[src/rtl/usb_pkg.sv]
// Shared USB definitions: PID codes, PID class helpers and the packet builder FSM states.
package usb_pkg;

   // PRE and ERR share one code; the meaning depends on context, so one name covers both.
   typedef enum logic [3:0] {
      PID_OUT   = 4'b0001,
      PID_IN    = 4'b1001,
      PID_SOF   = 4'b0101,
      PID_SETUP = 4'b1101,
      PID_DATA0 = 4'b0011,
      PID_DATA1 = 4'b1011,
      PID_DATA2 = 4'b0111,
      PID_MDATA = 4'b1111,
      PID_ACK   = 4'b0010,
      PID_NAK   = 4'b1010,
      PID_STALL = 4'b1110,
      PID_NYET  = 4'b0110,
      PID_PRE   = 4'b1100,
      PID_SPLIT = 4'b1000,
      PID_PING  = 4'b0100
   } pid_t;

   typedef enum logic [1:0] {
      ST_IDLE,
      ST_SOP,
      ST_BODY,
      ST_DONE
   } state_t;

   function automatic logic is_token(input logic [3:0] pid);
      case (pid)
         PID_OUT, PID_IN, PID_SETUP, PID_PING, PID_SOF: return 1'b1;
         default:                                       return 1'b0;
      endcase
   endfunction

   function automatic logic is_data(input logic [3:0] pid);
      case (pid)
         PID_DATA0, PID_DATA1, PID_DATA2, PID_MDATA: return 1'b1;
         default:                                    return 1'b0;
      endcase
   endfunction

endpackage

[src/rtl/usb_tx_packet_builder_if.sv]
// Command, payload-write and transmit-stream signals of the USB TX packet builder.
interface usb_tx_packet_builder_if #(
   parameter int unsigned CNT_W = 7
);
   logic [7:0]       wr_data;
   logic             wr_valid;
   logic             wr_ready;
   logic [CNT_W-1:0] buf_count;

   logic             cmd_valid;
   logic             cmd_ready;
   logic [3:0]       cmd_pid;
   logic [10:0]      cmd_token;
   logic [CNT_W-1:0] cmd_len;
   logic             cmd_keep;

   logic             busy;
   logic             done;
   logic             cmd_err;

   logic [7:0]       tx_packet_data;
   logic             tx_packet_valid;
   logic             tx_packet_sop;
   logic             tx_packet_eop;
   logic             tx_packet_ready;
   logic [3:0]       tx_pid;

   // Protocol-engine / TX-FSM side.
   modport master (
      output wr_data, wr_valid, cmd_valid, cmd_pid, cmd_token, cmd_len, cmd_keep,
             tx_packet_ready,
      input  wr_ready, buf_count, cmd_ready, busy, done, cmd_err, tx_packet_data,
             tx_packet_valid, tx_packet_sop, tx_packet_eop, tx_pid
   );

   // Packet builder side.
   modport slave (
      input  wr_data, wr_valid, cmd_valid, cmd_pid, cmd_token, cmd_len, cmd_keep,
             tx_packet_ready,
      output wr_ready, buf_count, cmd_ready, busy, done, cmd_err, tx_packet_data,
             tx_packet_valid, tx_packet_sop, tx_packet_eop, tx_pid
   );

endinterface

[src/rtl/usb_tx_payload_ram.sv]
// Payload byte store: one write port, one synchronous read port (data valid the cycle after
// the address is presented).
module usb_tx_payload_ram #(
   parameter int unsigned DEPTH  = 64,
   parameter int unsigned ADDR_W = $clog2(DEPTH)
) (
   input  logic              clk,
   input  logic              wr_en,
   input  logic [ADDR_W-1:0] wr_addr,
   input  logic [7:0]        wr_data,
   input  logic [ADDR_W-1:0] rd_addr,
   output logic [7:0]        rd_data
);

   logic [7:0] mem [0:DEPTH-1];

   always_ff @(posedge clk) begin
      if (wr_en) begin
         mem[wr_addr] <= wr_data;
      end
      rd_data <= mem[rd_addr];
   end

endmodule

[src/rtl/usb_tx_packet_builder.sv]
// Turns packet commands into the TX FSM's sop/valid/eop byte stream; DATAx payload comes from
// a local buffer that can be kept for retries.
module usb_tx_packet_builder
   import usb_pkg::*;
#(
   parameter int unsigned MAX_PKT = 64,
   parameter int unsigned CNT_W   = $clog2(MAX_PKT) + 1
) (
   input logic                   clk,
   input logic                   rst_n,
   usb_tx_packet_builder_if.slave bus
);

   localparam int unsigned ADDR_W = $clog2(MAX_PKT);

   state_t           state_q, state_d;
   logic [CNT_W-1:0] wr_ptr_q, wr_ptr_d;
   logic [CNT_W-1:0] buf_count_q, buf_count_d;
   logic [CNT_W-1:0] rd_ptr_q, rd_ptr_d;
   logic [CNT_W-1:0] len_q, len_d;
   logic [3:0]       pid_q, pid_d;
   logic [10:0]      token_q, token_d;
   logic             keep_q, keep_d;
   logic             beat_q, beat_d;
   logic [7:0]       data_q, data_d;
   logic             valid_q, valid_d;
   logic             sop_q, sop_d;
   logic             eop_q, eop_d;
   logic             err_q, err_d;

   logic             idle;
   logic             wr_fire;
   logic             cmd_fire;
   logic             cmd_bad;
   logic             tx_fire;
   logic             load_next;
   logic [7:0]       ram_rd_data;

   assign idle     = (state_q == ST_IDLE);
   assign wr_fire  = bus.wr_valid && bus.wr_ready;
   assign cmd_fire = bus.cmd_valid && bus.cmd_ready;
   assign tx_fire  = valid_q && bus.tx_packet_ready;
   // Checked against the pre-write count, so a same-cycle write never counts toward cmd_len.
   assign cmd_bad  = is_data(bus.cmd_pid) &&
                     ((bus.cmd_len == '0) || (bus.cmd_len > buf_count_q));

   // Read address is the next-state pointer, so ram_rd_data always holds buf[rd_ptr_q].
   usb_tx_payload_ram #(
      .DEPTH  (MAX_PKT),
      .ADDR_W (ADDR_W)
   ) u_payload_ram (
      .clk     (clk),
      .wr_en   (wr_fire),
      .wr_addr (wr_ptr_q[ADDR_W-1:0]),
      .wr_data (bus.wr_data),
      .rd_addr (rd_ptr_d[ADDR_W-1:0]),
      .rd_data (ram_rd_data)
   );

   always_comb begin
      state_d     = state_q;
      wr_ptr_d    = wr_ptr_q;
      buf_count_d = buf_count_q;
      rd_ptr_d    = rd_ptr_q;
      len_d       = len_q;
      pid_d       = pid_q;
      token_d     = token_q;
      keep_d      = keep_q;
      beat_d      = beat_q;
      data_d      = data_q;
      valid_d     = valid_q;
      sop_d       = sop_q;
      eop_d       = eop_q;
      err_d       = 1'b0;
      load_next   = 1'b0;

      unique case (state_q)
         ST_IDLE: begin
            if (wr_fire) begin
               wr_ptr_d    = wr_ptr_q + CNT_W'(1);
               buf_count_d = buf_count_q + CNT_W'(1);
            end
            if (cmd_fire) begin
               if (cmd_bad) begin
                  err_d = 1'b1;
               end else begin
                  pid_d   = bus.cmd_pid;
                  token_d = bus.cmd_token;
                  len_d   = bus.cmd_len;
                  keep_d  = bus.cmd_keep;
                  data_d  = {~bus.cmd_pid, bus.cmd_pid};
                  valid_d = 1'b1;
                  sop_d   = 1'b1;
                  eop_d   = !is_token(bus.cmd_pid) && !is_data(bus.cmd_pid);
                  state_d = ST_SOP;
               end
            end
         end
         ST_SOP: begin
            if (tx_fire) begin
               sop_d = 1'b0;
               if (eop_q) begin
                  valid_d = 1'b0;
                  eop_d   = 1'b0;
                  data_d  = '0;
                  state_d = ST_DONE;
               end else begin
                  beat_d    = 1'b0;
                  load_next = 1'b1;
                  state_d   = ST_BODY;
               end
            end
         end
         ST_BODY: begin
            if (tx_fire) begin
               if (eop_q) begin
                  valid_d = 1'b0;
                  eop_d   = 1'b0;
                  data_d  = '0;
                  state_d = ST_DONE;
               end else begin
                  beat_d    = 1'b1;
                  load_next = 1'b1;
               end
            end
         end
         ST_DONE: begin
            rd_ptr_d = '0;
            beat_d   = 1'b0;
            if (!keep_q) begin
               wr_ptr_d    = '0;
               buf_count_d = '0;
            end
            state_d = ST_IDLE;
         end
         default: state_d = ST_IDLE;
      endcase

      // Body beat loader: payload byte for DATAx, otherwise the two token bytes.
      if (load_next) begin
         if (is_data(pid_q)) begin
            data_d   = ram_rd_data;
            eop_d    = (rd_ptr_q == len_q - CNT_W'(1));
            rd_ptr_d = rd_ptr_q + CNT_W'(1);
         end else begin
            data_d = beat_d ? {5'b0, token_q[10:8]} : token_q[7:0];
            eop_d  = beat_d;
         end
      end
   end

   always_ff @(posedge clk) begin
      if (!rst_n) begin
         state_q     <= ST_IDLE;
         wr_ptr_q    <= '0;
         buf_count_q <= '0;
         rd_ptr_q    <= '0;
         len_q       <= '0;
         pid_q       <= '0;
         token_q     <= '0;
         keep_q      <= 1'b0;
         beat_q      <= 1'b0;
         data_q      <= '0;
         valid_q     <= 1'b0;
         sop_q       <= 1'b0;
         eop_q       <= 1'b0;
         err_q       <= 1'b0;
      end else begin
         state_q     <= state_d;
         wr_ptr_q    <= wr_ptr_d;
         buf_count_q <= buf_count_d;
         rd_ptr_q    <= rd_ptr_d;
         len_q       <= len_d;
         pid_q       <= pid_d;
         token_q     <= token_d;
         keep_q      <= keep_d;
         beat_q      <= beat_d;
         data_q      <= data_d;
         valid_q     <= valid_d;
         sop_q       <= sop_d;
         eop_q       <= eop_d;
         err_q       <= err_d;
      end
   end

   // Handshake readies are gated by rst_n so nothing is accepted while held in reset.
   assign bus.wr_ready        = rst_n && idle && (buf_count_q < CNT_W'(MAX_PKT));
   assign bus.cmd_ready       = rst_n && idle;
   assign bus.buf_count       = buf_count_q;
   assign bus.busy            = !idle;
   assign bus.done            = (state_q == ST_DONE);
   assign bus.cmd_err         = err_q;
   assign bus.tx_packet_data  = data_q;
   assign bus.tx_packet_valid = valid_q;
   assign bus.tx_packet_sop   = sop_q;
   assign bus.tx_packet_eop   = eop_q;
   assign bus.tx_pid          = pid_q;

endmodule

[src/flat_wrapper.sv]
// flat-port wrapper written by rule: the top's interface ports become plain ports
module usb_tx_packet_builder_flat import usb_pkg::*;
#(
   parameter int unsigned MAX_PKT = 64,
   parameter int unsigned CNT_W   = $clog2(MAX_PKT) + 1
)
  (clk, rst_n, bus_wr_data, bus_wr_valid, bus_cmd_valid, bus_cmd_pid, bus_cmd_token, bus_cmd_len, bus_cmd_keep, bus_tx_packet_ready, bus_wr_ready, bus_buf_count, bus_cmd_ready, bus_busy, bus_done, bus_cmd_err, bus_tx_packet_data, bus_tx_packet_valid, bus_tx_packet_sop, bus_tx_packet_eop, bus_tx_pid);
  usb_tx_packet_builder_if #(.CNT_W(CNT_W)) bus_i ();
  input logic clk;
  input logic rst_n;
  input wire logic [$bits(bus_i.wr_data)-1:0] bus_wr_data;
  input wire logic [$bits(bus_i.wr_valid)-1:0] bus_wr_valid;
  input wire logic [$bits(bus_i.cmd_valid)-1:0] bus_cmd_valid;
  input wire logic [$bits(bus_i.cmd_pid)-1:0] bus_cmd_pid;
  input wire logic [$bits(bus_i.cmd_token)-1:0] bus_cmd_token;
  input wire logic [$bits(bus_i.cmd_len)-1:0] bus_cmd_len;
  input wire logic [$bits(bus_i.cmd_keep)-1:0] bus_cmd_keep;
  input wire logic [$bits(bus_i.tx_packet_ready)-1:0] bus_tx_packet_ready;
  output wire logic [$bits(bus_i.wr_ready)-1:0] bus_wr_ready;
  output wire logic [$bits(bus_i.buf_count)-1:0] bus_buf_count;
  output wire logic [$bits(bus_i.cmd_ready)-1:0] bus_cmd_ready;
  output wire logic [$bits(bus_i.busy)-1:0] bus_busy;
  output wire logic [$bits(bus_i.done)-1:0] bus_done;
  output wire logic [$bits(bus_i.cmd_err)-1:0] bus_cmd_err;
  output wire logic [$bits(bus_i.tx_packet_data)-1:0] bus_tx_packet_data;
  output wire logic [$bits(bus_i.tx_packet_valid)-1:0] bus_tx_packet_valid;
  output wire logic [$bits(bus_i.tx_packet_sop)-1:0] bus_tx_packet_sop;
  output wire logic [$bits(bus_i.tx_packet_eop)-1:0] bus_tx_packet_eop;
  output wire logic [$bits(bus_i.tx_pid)-1:0] bus_tx_pid;
  assign bus_i.wr_data = bus_wr_data;
  assign bus_i.wr_valid = bus_wr_valid;
  assign bus_i.cmd_valid = bus_cmd_valid;
  assign bus_i.cmd_pid = bus_cmd_pid;
  assign bus_i.cmd_token = bus_cmd_token;
  assign bus_i.cmd_len = bus_cmd_len;
  assign bus_i.cmd_keep = bus_cmd_keep;
  assign bus_i.tx_packet_ready = bus_tx_packet_ready;
  assign bus_wr_ready = bus_i.wr_ready;
  assign bus_buf_count = bus_i.buf_count;
  assign bus_cmd_ready = bus_i.cmd_ready;
  assign bus_busy = bus_i.busy;
  assign bus_done = bus_i.done;
  assign bus_cmd_err = bus_i.cmd_err;
  assign bus_tx_packet_data = bus_i.tx_packet_data;
  assign bus_tx_packet_valid = bus_i.tx_packet_valid;
  assign bus_tx_packet_sop = bus_i.tx_packet_sop;
  assign bus_tx_packet_eop = bus_i.tx_packet_eop;
  assign bus_tx_pid = bus_i.tx_pid;
  usb_tx_packet_builder #(.MAX_PKT(MAX_PKT), .CNT_W(CNT_W)) u_core (.clk(clk), .rst_n(rst_n), .bus(bus_i));
endmodule
[config.mk]
export PLATFORM = sky130hd
export DESIGN_NAME = usb_tx_packet_builder_flat
export DESIGN_NICKNAME = d
export VERILOG_FILES = /design/src/rtl/usb_pkg.sv /design/src/rtl/usb_tx_packet_builder_if.sv /design/src/rtl/usb_tx_payload_ram.sv /design/src/rtl/usb_tx_packet_builder.sv /design/src/flat_wrapper.sv
export SDC_FILE = /design/constraint.sdc
export NUM_CORES = 1
export LEC_CHECK = 0
export CORE_UTILIZATION = 29
export DETAILED_ROUTE_END_ITERATION = 10
export PLACE_DENSITY = 0.56
export SYNTH_ARGS = -nofsm -noshare
export SYNTH_HDL_FRONTEND = slang
export SYNTH_HIERARCHICAL = 1
export SYNTH_SLANG_ARGS = --single-unit
[constraint.sdc]
create_clock -name clk -period 4.2 [get_ports clk]
set_input_delay 0.42 -clock clk [delete_from_list [all_inputs] [get_ports clk]]
set_output_delay 0.42 -clock clk [all_outputs]
set_load 0.05 [all_outputs]
# Word level (Yosys, flattened, before mapping)
# Memory sizes are Yosys's and may differ from the RTL's. A register that Yosys moved wholly into a read port is not among the register bits.
# Index checks and enable logic that the tools add are counted.
[word_totals]
mem_count = 1
ff_bits = 59
input_bits = 36
output_inout_bits = 27
mem_bits_rw = 512
elab_cells = 138
[mem_list]
columns = ["memory", "depth", "width", "rd", "rd_ports_with_merged_regs", "write_ports", "line_no", "text"]
rows = [
  ["u_core.u_payload_ram.mem", 64, 8, 1, 1, 1, "usb_tx_payload_ram.sv:15", "logic [7:0] mem [0:DEPTH-1];"],
]
[op_classes]
muxes = 56
n_addsub = 4
n_bitwise = 2
magnitude_cmp = 2
reduce_logical = 29
n_eq_ne = 30
[op_table]
columns = ["cell", "count"]
rows = [
  ["$mux W8", 7],
  ["$mux W7", 6],
  ["$mux W1", 30],
  ["$pmux W7 S2", 2],
  ["$eq A4 B4 Y1 const B", 6],
  ["$add A7 B1 Y7 const B", 3],
  ["$eq A4 B3 Y1 const B", 4],
  ["$pmux W8 S2", 1],
  ["$reduce_and A5 Y1", 3],
  ["$mux W2", 5],
  ["$ne A2 B1 Y1 const B", 5],
  ["$reduce_and A3 Y1", 3],
  ["$eq A4 B2 Y1 const B", 2],
  ["$ne A2 B2 Y1 const B", 4],
  ["$pmux W2 S4", 1],
  ["$reduce_and A4 Y1", 2],
  ["$reduce_or A4 Y1", 2],
  ["$eq A7 B7 Y1", 1],
  ["$gt A7 B7 Y1", 1],
  ["$logic_and A1 B1 Y1", 7],
  ["$logic_not A7 Y1", 1],
  ["$lt A7 B7 Y1 const B", 1],
  ["$sub A7 B1 Y7 const B", 1],
  ["$ne A3 B1 Y1 const B", 2],
  ["other kinds (15)", 23],
]

# Longest topological paths before layout
# Gate-level depths: netlist of run 1.
[depth]
ltp_word = 13
depth_mapped = 16
depth_no_buf = 12

# Modules after synthesis
# The synthesis of run 1 kept the hierarchy.
[modules_own_cells]
columns = ["module", "area_each_um2", "seq_area_each_um2", "n_inst", "cells_each"]
rows = [
  ["usb_tx_payload_ram", 20166.8, 15534.9, 1, 940],
  ["usb_tx_packet_builder", 3083.0, 1161.1, 1, 354],
]

# Least setup slack after synthesis of run 1
# OpenSTA, ideal clock, no wires.
[synth_timing]
path_kind = "register to register"
start = "register u_core.valid_q (netlist: u_core/bus.tx_packet_valid)"
end = "register u_core.u_payload_ram.rd_data[3] (read register of u_core.u_payload_ram.mem)"
synth_period_minus_slack_ps = 3289
stages_incl_launch_ff = 13
path_slack_ps = 911
arrival_ps = 3154
path_buffers = 4
path_cell_list = "dfxtp_1 -> nand2_1 -> nor3_2 -> clkbuf_1 -> nand2_1 -> nand2_1 -> buf_4 -> buf_2 -> buf_2 -> mux4_2 -> mux4_2 -> o21ai_1 -> o41ai_1"
[synth_between]
elab_chain_cells = 4
[synth_lines]
columns = ["element", "line_no", "text"]
rows = [
  ["start, declared", "usb_tx_packet_builder.sv:26", "logic valid_q, valid_d;"],
  ["start signal, assigned", "usb_tx_packet_builder.sv:179", "valid_q <= valid_d;"],
  ["$logic_and A1 B1 Y1", "usb_tx_packet_builder.sv:42", "assign tx_fire = valid_q && bus.tx_packet_ready;"],
  ["$mux W1", "usb_tx_packet_builder.sv:115", "if (tx_fire) begin"],
  ["$mux W1", "-", ""],
  ["$mux W7", "usb_tx_packet_builder.sv:140", "if (load_next) begin"],
  ["named net u_core.rd_ptr_d[1]", "usb_tx_packet_builder.sv:19", "logic [CNT_W-1:0] rd_ptr_q, rd_ptr_d;"],
  ["end, declared", "usb_tx_payload_ram.sv:12", "output logic [7:0] rd_data"],
]
# The timed path passes the listed nets, and every way through them passes these cells.
# A chain may end at the register's enable or synchronous reset.

# Final worst setup path of run 1
[layout_timing]
start = "register u_core.state_q[1]"
end = "register u_core.u_payload_ram.rd_data[3] (read register of u_core.u_payload_ram.mem)"
[layout_between]
elab_chain_cells = 4
word_cells_on_any_way = 8
classes_between = "eq/ne (3); mux (4); reduce/logical (1)"
[layout_lines]
columns = ["element", "line_no", "text"]
rows = [
  ["start, declared", "usb_tx_packet_builder.sv:16", "state_t state_q, state_d;"],
  ["start signal, assigned", "usb_tx_packet_builder.sv:169", "state_q <= state_d;"],
  ["$eq A2 B2 Y1 / $eq A2 B1 Y1 (equally long branches)", "usb_tx_packet_builder.sv:77", "unique case (state_q)"],
  ["$mux W7 / $reduce_or A2 Y1 (equally long branches)", "-", ""],
  ["$mux W7 / $mux W1 (equally long branches)", "-", ""],
  ["$mux W7 *", "usb_tx_packet_builder.sv:140", ""],
  ["named net u_core.rd_ptr_d[0]", "usb_tx_packet_builder.sv:19", ""],
]
# Mark *: on every way through the listed nets, which the timed path passes. The rest lies on a longest branch.

==> qor_table.md, run 1 <==
| Stage | Metric | Reported |
|:---|:---|:---|
| floorplanning | Die Outline Area | 81,310 um^2 |
| global route | Aggregate global routing overflow | 0 |
| final layout | Share of final-layout standard cells stronger than drive strength 1 | 22.11% |
| sta | Unrepaired setup endpoints after global routing | false |
| floorplanning | Number of rows created at floorplan | 103 |
| route | Number of design rule violations left after detail routing | 0 |
| sta | Max-Slew Margin vs Limit | 21.43% |
| status | Outcome | finished, final reports clean |
| synthesis | Netlist Area Pre-Place | 23,250 um^2 |
| place | Total instance count after detailed placement | 2,429 |
| sta | Number of failing hold endpoints at the final stage | 0 |
| clocking | Clock edge transition at the registers on the reported setup and hold paths | 0.06 ns |
| critical path | Kind of launch point of the worst setup path | register |
| synthesis | Synth Area in Compound Gates | 4.025% |
| synthesis | Synth Area in Simple Gates | 5.758% |
| hold path | HP Class | in2reg |
| final layout | Area occupied by multi-input gates | 6200 um^2 |
| critical path | Worst setup path class | reg2reg |
| global route | GR Util All Layers | 13.70% |
| final layout | Commonest non-fill, non-tap cells in the layout | sky130_fd_sc_hd__edfxtp_1 (512), sky130_fd_sc_hd__nor2_1 (133), sky130_fd_sc_hd__mux4_2 (126) |
| clocking | Clock root buffer | sky130_fd_sc_hd__clkbuf_16 |
| final layout | Net count of the finished layout | 1,492 |
| sta | Least-Margin Pin Slew | 1.179 ns |
| place | Post-placement setup slack | 0.07770 ns |
| global route | Antenna violations before repair | 1 |
| global route | Via count of the first global-routing pass | 12.79k |
| synthesis | Post-synth EDFFs | 512 |
| critical path | Launch instance of the worst register-to-register path | u_core/state_q[1] |
| clocking | Count of H-tree levels built during CTS | 2 |
| clocking | Number of buffers created by CTS | 59 |
| floorplanning | Starting Density | 29.38% |
| critical path | Data required time at the worst endpoint | 4.68 ns |
| synthesis | Avg Inst Size Synth | 17.97 um^2 |
| global route | Global-route wire length before repair | 83,620 um |
| route | Total routed wirelength | 55,930 um |
| floorplanning | Die width | 285.1 um |
| sta | Final clock period utilization by the worst path | 94.77% |
| clocking | Setup Fix Bufs, Post-CTS | 0 |
| critical path | Worst Path Max Fanout | 24 |
| clocking | Clock tree buffer depth | 3 |
| sta | Peak Freq | 0.2512 GHz |
| global route | Maximum number of pins on one net before global-route repair | 65 |
| final layout | Most common library cell in the layout ignoring fill and taps | sky130_fd_sc_hd__edfxtp_1 |
| synthesis | Multiplexer fraction of the synthesized cell area | 15.09% |
| final layout | Count of placed standard cells in the final layout, fillers left out | 2,538 |
| place | Quantity of I/O buffers inserted on ports | 62 |
| pwr | Leakage Power | 8.509 nW |
| floorplanning | Boundary Pins | 63 |
| synthesis | Number of distinct standard cells referenced by the synthesized netlist | 66 |
| synthesis | Synthesized netlist net count | 1,346 |
| final layout | Flip-flop and latch area | 16,700 um^2 |
| synthesis | Proportion of register bits with asynchronous set or reset after synthesis | 0% |
| synthesis | Largest family of logic cells by synthesized area | multiplexers |
| sta | # setup viols final | 0 |
| flow run | Max-cap violations | 0 |
| sta | Worst Hold Margin | 0.4285 ns |
| critical path | Worst setup path startpoint | u_core/state_q[1] |
| final layout | Number of fill cells in the layout | 7,412 |
| route | DR pass1 iterations | 6 |
| sta | Final setup skew | 0.01596 ns |
| synthesis | Synthesized flop and latch total | 578 |
| route | Total number of vias | 12.54k |
| final layout | Area overhead of the layout relative to synthesis | 18.28% |
| sta | Post-Route Setup TNS | 0 ns |
| place | Routability Congestion | 0.7892 |
| sta | Period minus WS final | 3.980 ns |
| final layout | Antenna Diode Count | 0 |
| critical path | Arrival time worst endpoint | 4.46 ns |
| synthesis | Xor-xnor portion of the synthesized cell area | 0.6027% |
| synthesis | Proportion of synthesized chip area in sequential cells | 71.81% |
| sta | Count of final max-slew check failures | 0 |
| pwr | Cell area power density | 473.0 nW/um^2 |
| synthesis | Instance count of the mapped netlist | 1,294 |
| synthesis | Synthesized-area fraction occupied by adder cells | 0.8610% |
| critical path | CP endpoint kind | register |
| pwr | Maximum ir drop on the vdd rail | 349.5 uV |
| route | Count of routing violations after the opening detailed-route iteration | 1,069 |
| floorplanning | Core Box Area | 79,130 um^2 |
| route | Vias/cell | 4.940 |
| route | Residual antenna-violating net count after detailed routing | 0 |
| floorplanning | Die height | 285.1 um |
| place | Half-perimeter wire length after detailed placement | 35,560 um |
| route | Average wire per cell in the routed design | 22.04 um |
| synthesis | Number of synthesis warnings | 6 |
| final layout | Final standard cell utilization of the core | 34.75% |
| clocking | Clock network latency to the later pin of the worst-skew pair | 0.62 ns |
| hold path | Startpoint of the most critical hold path | bus_cmd_token[0] |
| clocking | Total clock sinks | 578 |
| synthesis | Dominant synthesized flop cell | sky130_fd_sc_hd__edfxtp_1 |
| sta | Worst-case setup margin in the final layout | 0.2196 ns |
| clocking | CTS tree | built |
==> through the flow <==
step                instance area (um^2)  power (W)
detailed placement                 25600   0.007990
global placement                   25600   0.007965
CTS                                27480    0.01312
floorplan                          23250   0.007479
global route                       27500    0.01346
finish                             27500    0.01301
==> synth_stat cells, types with 12 or more instances <==
cell                       instances  share of area, %
sky130_fd_sc_hd__buf_4            14              0.45
sky130_fd_sc_hd__ha_1             16              0.86
sky130_fd_sc_hd__dfxtp_1          66               5.7
sky130_fd_sc_hd__inv_1            15              0.24
sky130_fd_sc_hd__nand3_1          21              0.45
sky130_fd_sc_hd__nand2_1          48              0.77
sky130_fd_sc_hd__clkbuf_1         25              0.40
sky130_fd_sc_hd__a21oi_1          13              0.28
sky130_fd_sc_hd__nor2b_1          16              0.43
sky130_fd_sc_hd__nor3_1           12              0.26
sky130_fd_sc_hd__mux2_2           13              0.63
sky130_fd_sc_hd__mux2i_1          49               2.1
sky130_fd_sc_hd__buf_2            15              0.32
sky130_fd_sc_hd__edfxtp_1        512                66
sky130_fd_sc_hd__nor2_1          133               2.1
sky130_fd_sc_hd__mux4_2          126                12
==> sequential cells by signal, summed over array words and instances, names as in the netlist, 2 cells and up <==
| register | count |
|---|---|
| u_core/u_payload_ram/mem | 512 |
| u_core/state_q | 2 |
| u_core/bus.tx_pid | 4 |
| u_core/u_payload_ram/rd_data | 8 |
| u_core/bus.tx_packet_data | 8 |
| u_core/bus.buf_count | 7 |
| u_core/len_q | 7 |
| u_core/rd_ptr_q | 7 |
| u_core/wr_ptr_q | 6 |
| u_core/token_q | 11 |
==> metal layers <==
metal	global-route usage (%)	up-vias	share of wire (%)
li1	-	5505	-
met1	18.91	6552	44
met2	21.26	388	46
met3	3.392	91	7.0
met4	4.158	2	2.5
met5	0	-	0.016
==> area by class of cell <==
class	instances	share of cell area, %
Multi-Input combinational cell	637	22.54
Clock buffer	78	5.783
Tap cell	1050	4.777
Sequential cell	578	60.71
Clock inverter	31	1.069
Timing Repair Buffer	149	4.909
Inverter	15	0.2047
==> worst max-delay path: stages (launching register included) <==
cell                       delay [ns]
sky130_fd_sc_hd__dfxtp_1         0.39
sky130_fd_sc_hd__inv_1           0.12
sky130_fd_sc_hd__ha_1            0.38
sky130_fd_sc_hd__nand2b_1        0.20
sky130_fd_sc_hd__nor3_4          0.10
sky130_fd_sc_hd__nor2_1          0.29
sky130_fd_sc_hd__nand2_1         0.15
sky130_fd_sc_hd__o21ai_4         0.27
sky130_fd_sc_hd__buf_12          0.24
sky130_fd_sc_hd__buf_12          0.23
sky130_fd_sc_hd__mux4_2          0.54
sky130_fd_sc_hd__mux4_2          0.49
sky130_fd_sc_hd__o21ai_1         0.30
sky130_fd_sc_hd__o41ai_1         0.13
==> what timing repair did <==
action / 4_1_cts / 5_1_grt
endpoints found under the setup margin: 0 / 3
gates resized for setup: 0 / 4
hold buffers: 0 / 0
==> final timing paths <==
path | endpoint | slack [ns] | depth (start not counted)
setup / recovery | u_core/u_payload_ram/rd_data[3] | 0.22 | 13
setup reg to reg | u_core/u_payload_ram/rd_data[3] | 0.22 | 13
hold reg to reg | u_core/bus.tx_packet_data[7] | 0.48 | 2
hold / removal | u_core/token_q[0] | 0.43 | 3
==> kinds of logic after synthesis <==
logic type,after synthesis
AOI/OAI and AO/OA,125
DFF,578
muxes,191
adders and majority gates,16
and+or+nand+nor,289
xor gates and xnor gates,16
buffers and inverters,79
==> report_power, final <==
group          leakage (nW)  switching [W]  internal, W
sequential             5.14       0.000140      0.00638
combinational          2.45       0.000871     0.000488
clock                 0.913        0.00216      0.00296
Power figures use the tool's default switching activity.
==> run 2: changes to the inputs <==
==> constraint.sdc (replaced) <==
create_clock -name clk -period 4.2 [get_ports clk]
set_input_delay 0.42 -clock clk [delete_from_list [all_inputs] [get_ports clk]]
set_output_delay 0.42 -clock clk [all_outputs]
set_load 0.01 [all_outputs]
==> results of run 2 <==
The final DEF is identical to that of run 1. Status: finished, final reports clean.
Among the figures that moved: total power 0.01301 W -> 0.01281 W
==> run 3: changes to the inputs <==
Settings changed: MAX_ROUTING_LAYER from default to met4, SKIP_CTS_REPAIR_TIMING from default to 1.
==> run 3 against run 2 <==
Via count up 0.14%. Largest power group unchanged. First-iteration DRC count down 1.4%. Clock power about the same. Sequential cell count unchanged. Routed wire length up 0.15%. Sequential power about the same. Highest routed layer is now met4. Die area unchanged. Setup slack worse by 0.0046 ns. Global-route usage up 0.43 points. Combinational power about the same. Total power about the same.
==> qor_table.md, run 3 (same netlist as run 1, synthesis figures left out) <==
| Stage | Metric | Reported | Delta |
|:---|:---|:---|:---|
| status | Outcome | finished, final reports clean |  |
| flow run | Max-cap violations | 0 | unchanged |
| clocking | Number of buffers created by CTS | 59 | unchanged |
| global route | GR Util All Layers | 14.13% | +0.43 points |
| route | Number of design rule violations left after detail routing | 0 | unchanged |
| critical path | CP endpoint kind | register |  |
| sta | Worst-case setup margin in the final layout | 0.2150 ns | -0.004598 ns |
| sta | Count of final max-slew check failures | 0 | unchanged |
| route | Total routed wirelength | 56,010 um | +0.15% |
| route | Average wire per cell in the routed design | 22.06 um | +0.11% |
| final layout | Largest regs | u_core/u_payload_ram/mem x512, u_core/token_q x11 |  |
| final layout | Area overhead of the layout relative to synthesis | 18.29% | about the same |
| place | Routability Congestion | 0.8002 | +1.4% |
| critical path | Worst Path Max Fanout | 24 | unchanged |
| clocking | Clock edge transition at the registers on the reported setup and hold paths | 0.07 ns | about the same |
| global route | Antenna violations before repair | 1 | unchanged |
| final layout | Net count of the finished layout | 1,492 | unchanged |
| place | Area after detailed placement | 25,600 um^2 | unchanged |
| pwr | Cell area power density | 465.8 nW/um^2 |  |
| sta | Post-Route Setup TNS | 0 ns | unchanged |
| final layout | Most common library cell in the layout ignoring fill and taps | sky130_fd_sc_hd__edfxtp_1 |  |
| floorplanning | Core Box Area | 79,130 um^2 | unchanged |
| pwr | Maximum ir drop on the vdd rail | 347.3 uV | -0.65% |
| sta | Least-Margin Pin Slew | 1.187 ns | +0.008834 ns |
| critical path | Data required time at the worst endpoint | 4.68 ns | about the same |
| critical path | Slowest stage cell, crit path | sky130_fd_sc_hd__mux4_2 |  |
| sta | Final clock period utilization by the worst path | 94.88% | +0.11 points |
| floorplanning | Die height | 285.1 um | unchanged |
| sta | Unrepaired setup endpoints after global routing | false |  |
| critical path | Series of cell instances along the critical path | inv_1 > ha_1 > nand2b_1 > nor3_4 > nor2_1 > nand2_1 > o21ai_4 > buf_12 > buf_12 > mux4_2 > mux4_2 > o21ai_1 > o41ai_1 |  |
| clocking | Clock network latency to the later pin of the worst-skew pair | 0.62 ns | about the same |
| final layout | Commonest non-fill, non-tap cells in the layout | sky130_fd_sc_hd__edfxtp_1 (512), sky130_fd_sc_hd__nor2_1 (133), sky130_fd_sc_hd__mux4_2 (126) |  |
| global route | Maximum number of pins on one net before global-route repair | 65 | unchanged |
| floorplanning | Number of rows created at floorplan | 103 | unchanged |
| clocking | Clock tree buffer depth | 3 | unchanged |
| critical path | Slowest stage delay, CP | 0.54 ns | about the same |
| clocking | Count of H-tree levels built during CTS | 2 | unchanged |
| final layout | Number of fill cells in the layout | 7,412 | unchanged |
| global route | Global-route wire length before repair | 83,660 um | about the same |
| route | Vias/cell | 4.945 | +0.10% |
| route | Residual antenna-violating net count after detailed routing | 0 | unchanged |
| floorplanning | Boundary Pins | 63 | unchanged |
| route | DR pass1 iterations | 7 | +1 |
| final layout | Design area | 27,500 um^2 | about the same |
| place | Quantity of I/O buffers inserted on ports | 62 | unchanged |
| place | Post-placement setup slack | 0.07770 ns | unchanged |
| global route | Aggregate global routing overflow | 0 | unchanged |
| floorplanning | Starting Density | 29.38% | unchanged |
| clocking | Total clock sinks | 578 | unchanged |
| critical path | Worst setup path class | reg2reg |  |
| clocking | CTS tree | built |  |
| floorplanning | Die width | 285.1 um | unchanged |
| sta | Peak Freq | 0.2509 GHz | -0.12% |
| critical path | Kind of launch point of the worst setup path | register |  |
| sta | Max-Slew Margin vs Limit | 20.84% | -0.59 points |
| pwr | Power, Total | 0.01281 W |  |
| route | Count of routing violations after the opening detailed-route iteration | 1,054 | -1.4% |
| final layout | Reg with most FFs | u_core/u_payload_ram/mem |  |
| critical path | Flop-to-flop setup slack | 0.22 ns | about the same |
| sta | Final setup skew | 0.01530 ns | -0.0006594 ns |
| critical path | Arrival time worst endpoint | 4.46 ns | about the same |
| final layout | Share of final-layout standard cells stronger than drive strength 1 | 22.11% | unchanged |
| clocking | Clock root buffer | sky130_fd_sc_hd__clkbuf_16 |  |
| global route | Via count of the first global-routing pass | 12.76k | -0.26% |
| place | Half-perimeter wire length after detailed placement | 35,560 um | unchanged |
| final layout | Number of flip-flops in the largest register | 512 | unchanged |
| pwr | Leakage Power | 8.509 nW | about the same |
| sta | Period minus WS final | 3.985 ns | +0.004598 ns |
| floorplanning | Die Outline Area | 81,310 um^2 | unchanged |
| sta | Number of failing hold endpoints at the final stage | 0 | unchanged |
| sta | # setup viols final | 0 | unchanged |
| route | Total number of vias | 12.56k | +0.14% |
| hold path | HP Class | in2reg |  |
-- run 3: worst paths after layout --
check | from | to | depth (start not counted)
max | u_core/state_q[1] | u_core/u_payload_ram/rd_data[3] | 13
min | bus_cmd_token[0] | u_core/token_q[0] | 3
max reg2reg | u_core/state_q[1] | u_core/u_payload_ram/rd_data[3] | 13
min reg2reg | u_core/bus.tx_packet_data[7] | u_core/bus.tx_packet_data[7] | 2
-- run 3: power by group --
group          switching (W)  internal, W
clock                0.00217      0.00296
sequential          0.000140      0.00638
combinational       0.000670     0.000489
total                0.00298      0.00983
-- run 3: worst max-delay path: cells and delay by family, from the launching register on --
kind            cells  cell delay, ns
mux                 2            1.04
flops               1            0.38
simple gates        4            0.74
compound gates      3            0.71
fa+ha+maj           1            0.38
buf+inv             3            0.58
-- run 3: per-stage QoR --
stage                     utilization (%)  instances  hold slack, ns
after floorplan                         -       1294          0.4527
after global placement              32.35       2429          0.4588
after detailed placement            32.35       2429          0.4715
after CTS                           34.73       2538          0.3973
after global routing                34.76       2539          0.4208
final                               34.76       2539          0.4288
-- run 3: final cells by class --
class	instances	area, um^2	area share, %
Tap cell	1050	1314	4.777
Timing Repair Buffer	149	1350	4.909
Multi-Input combinational cell	637	6200	22.54
Clock buffer	78	1590	5.782
Antenna cell	1	2.502	0.009099
Inverter	15	56.30	0.2047
Clock inverter	31	294.0	1.069
Sequential cell	578	16700	60.71
-- run 3: metal layers --
metal	wire length, um	up-vias	share of wire, %	GRT usage (%)
li1	-	5503	-	-
met1	24820	6554	44	18.94
met2	25890	409	46	21.27
met4	1371	0	2.4	4.158
met3	3936	90	7.0	3.360
met5	0	-	0	-
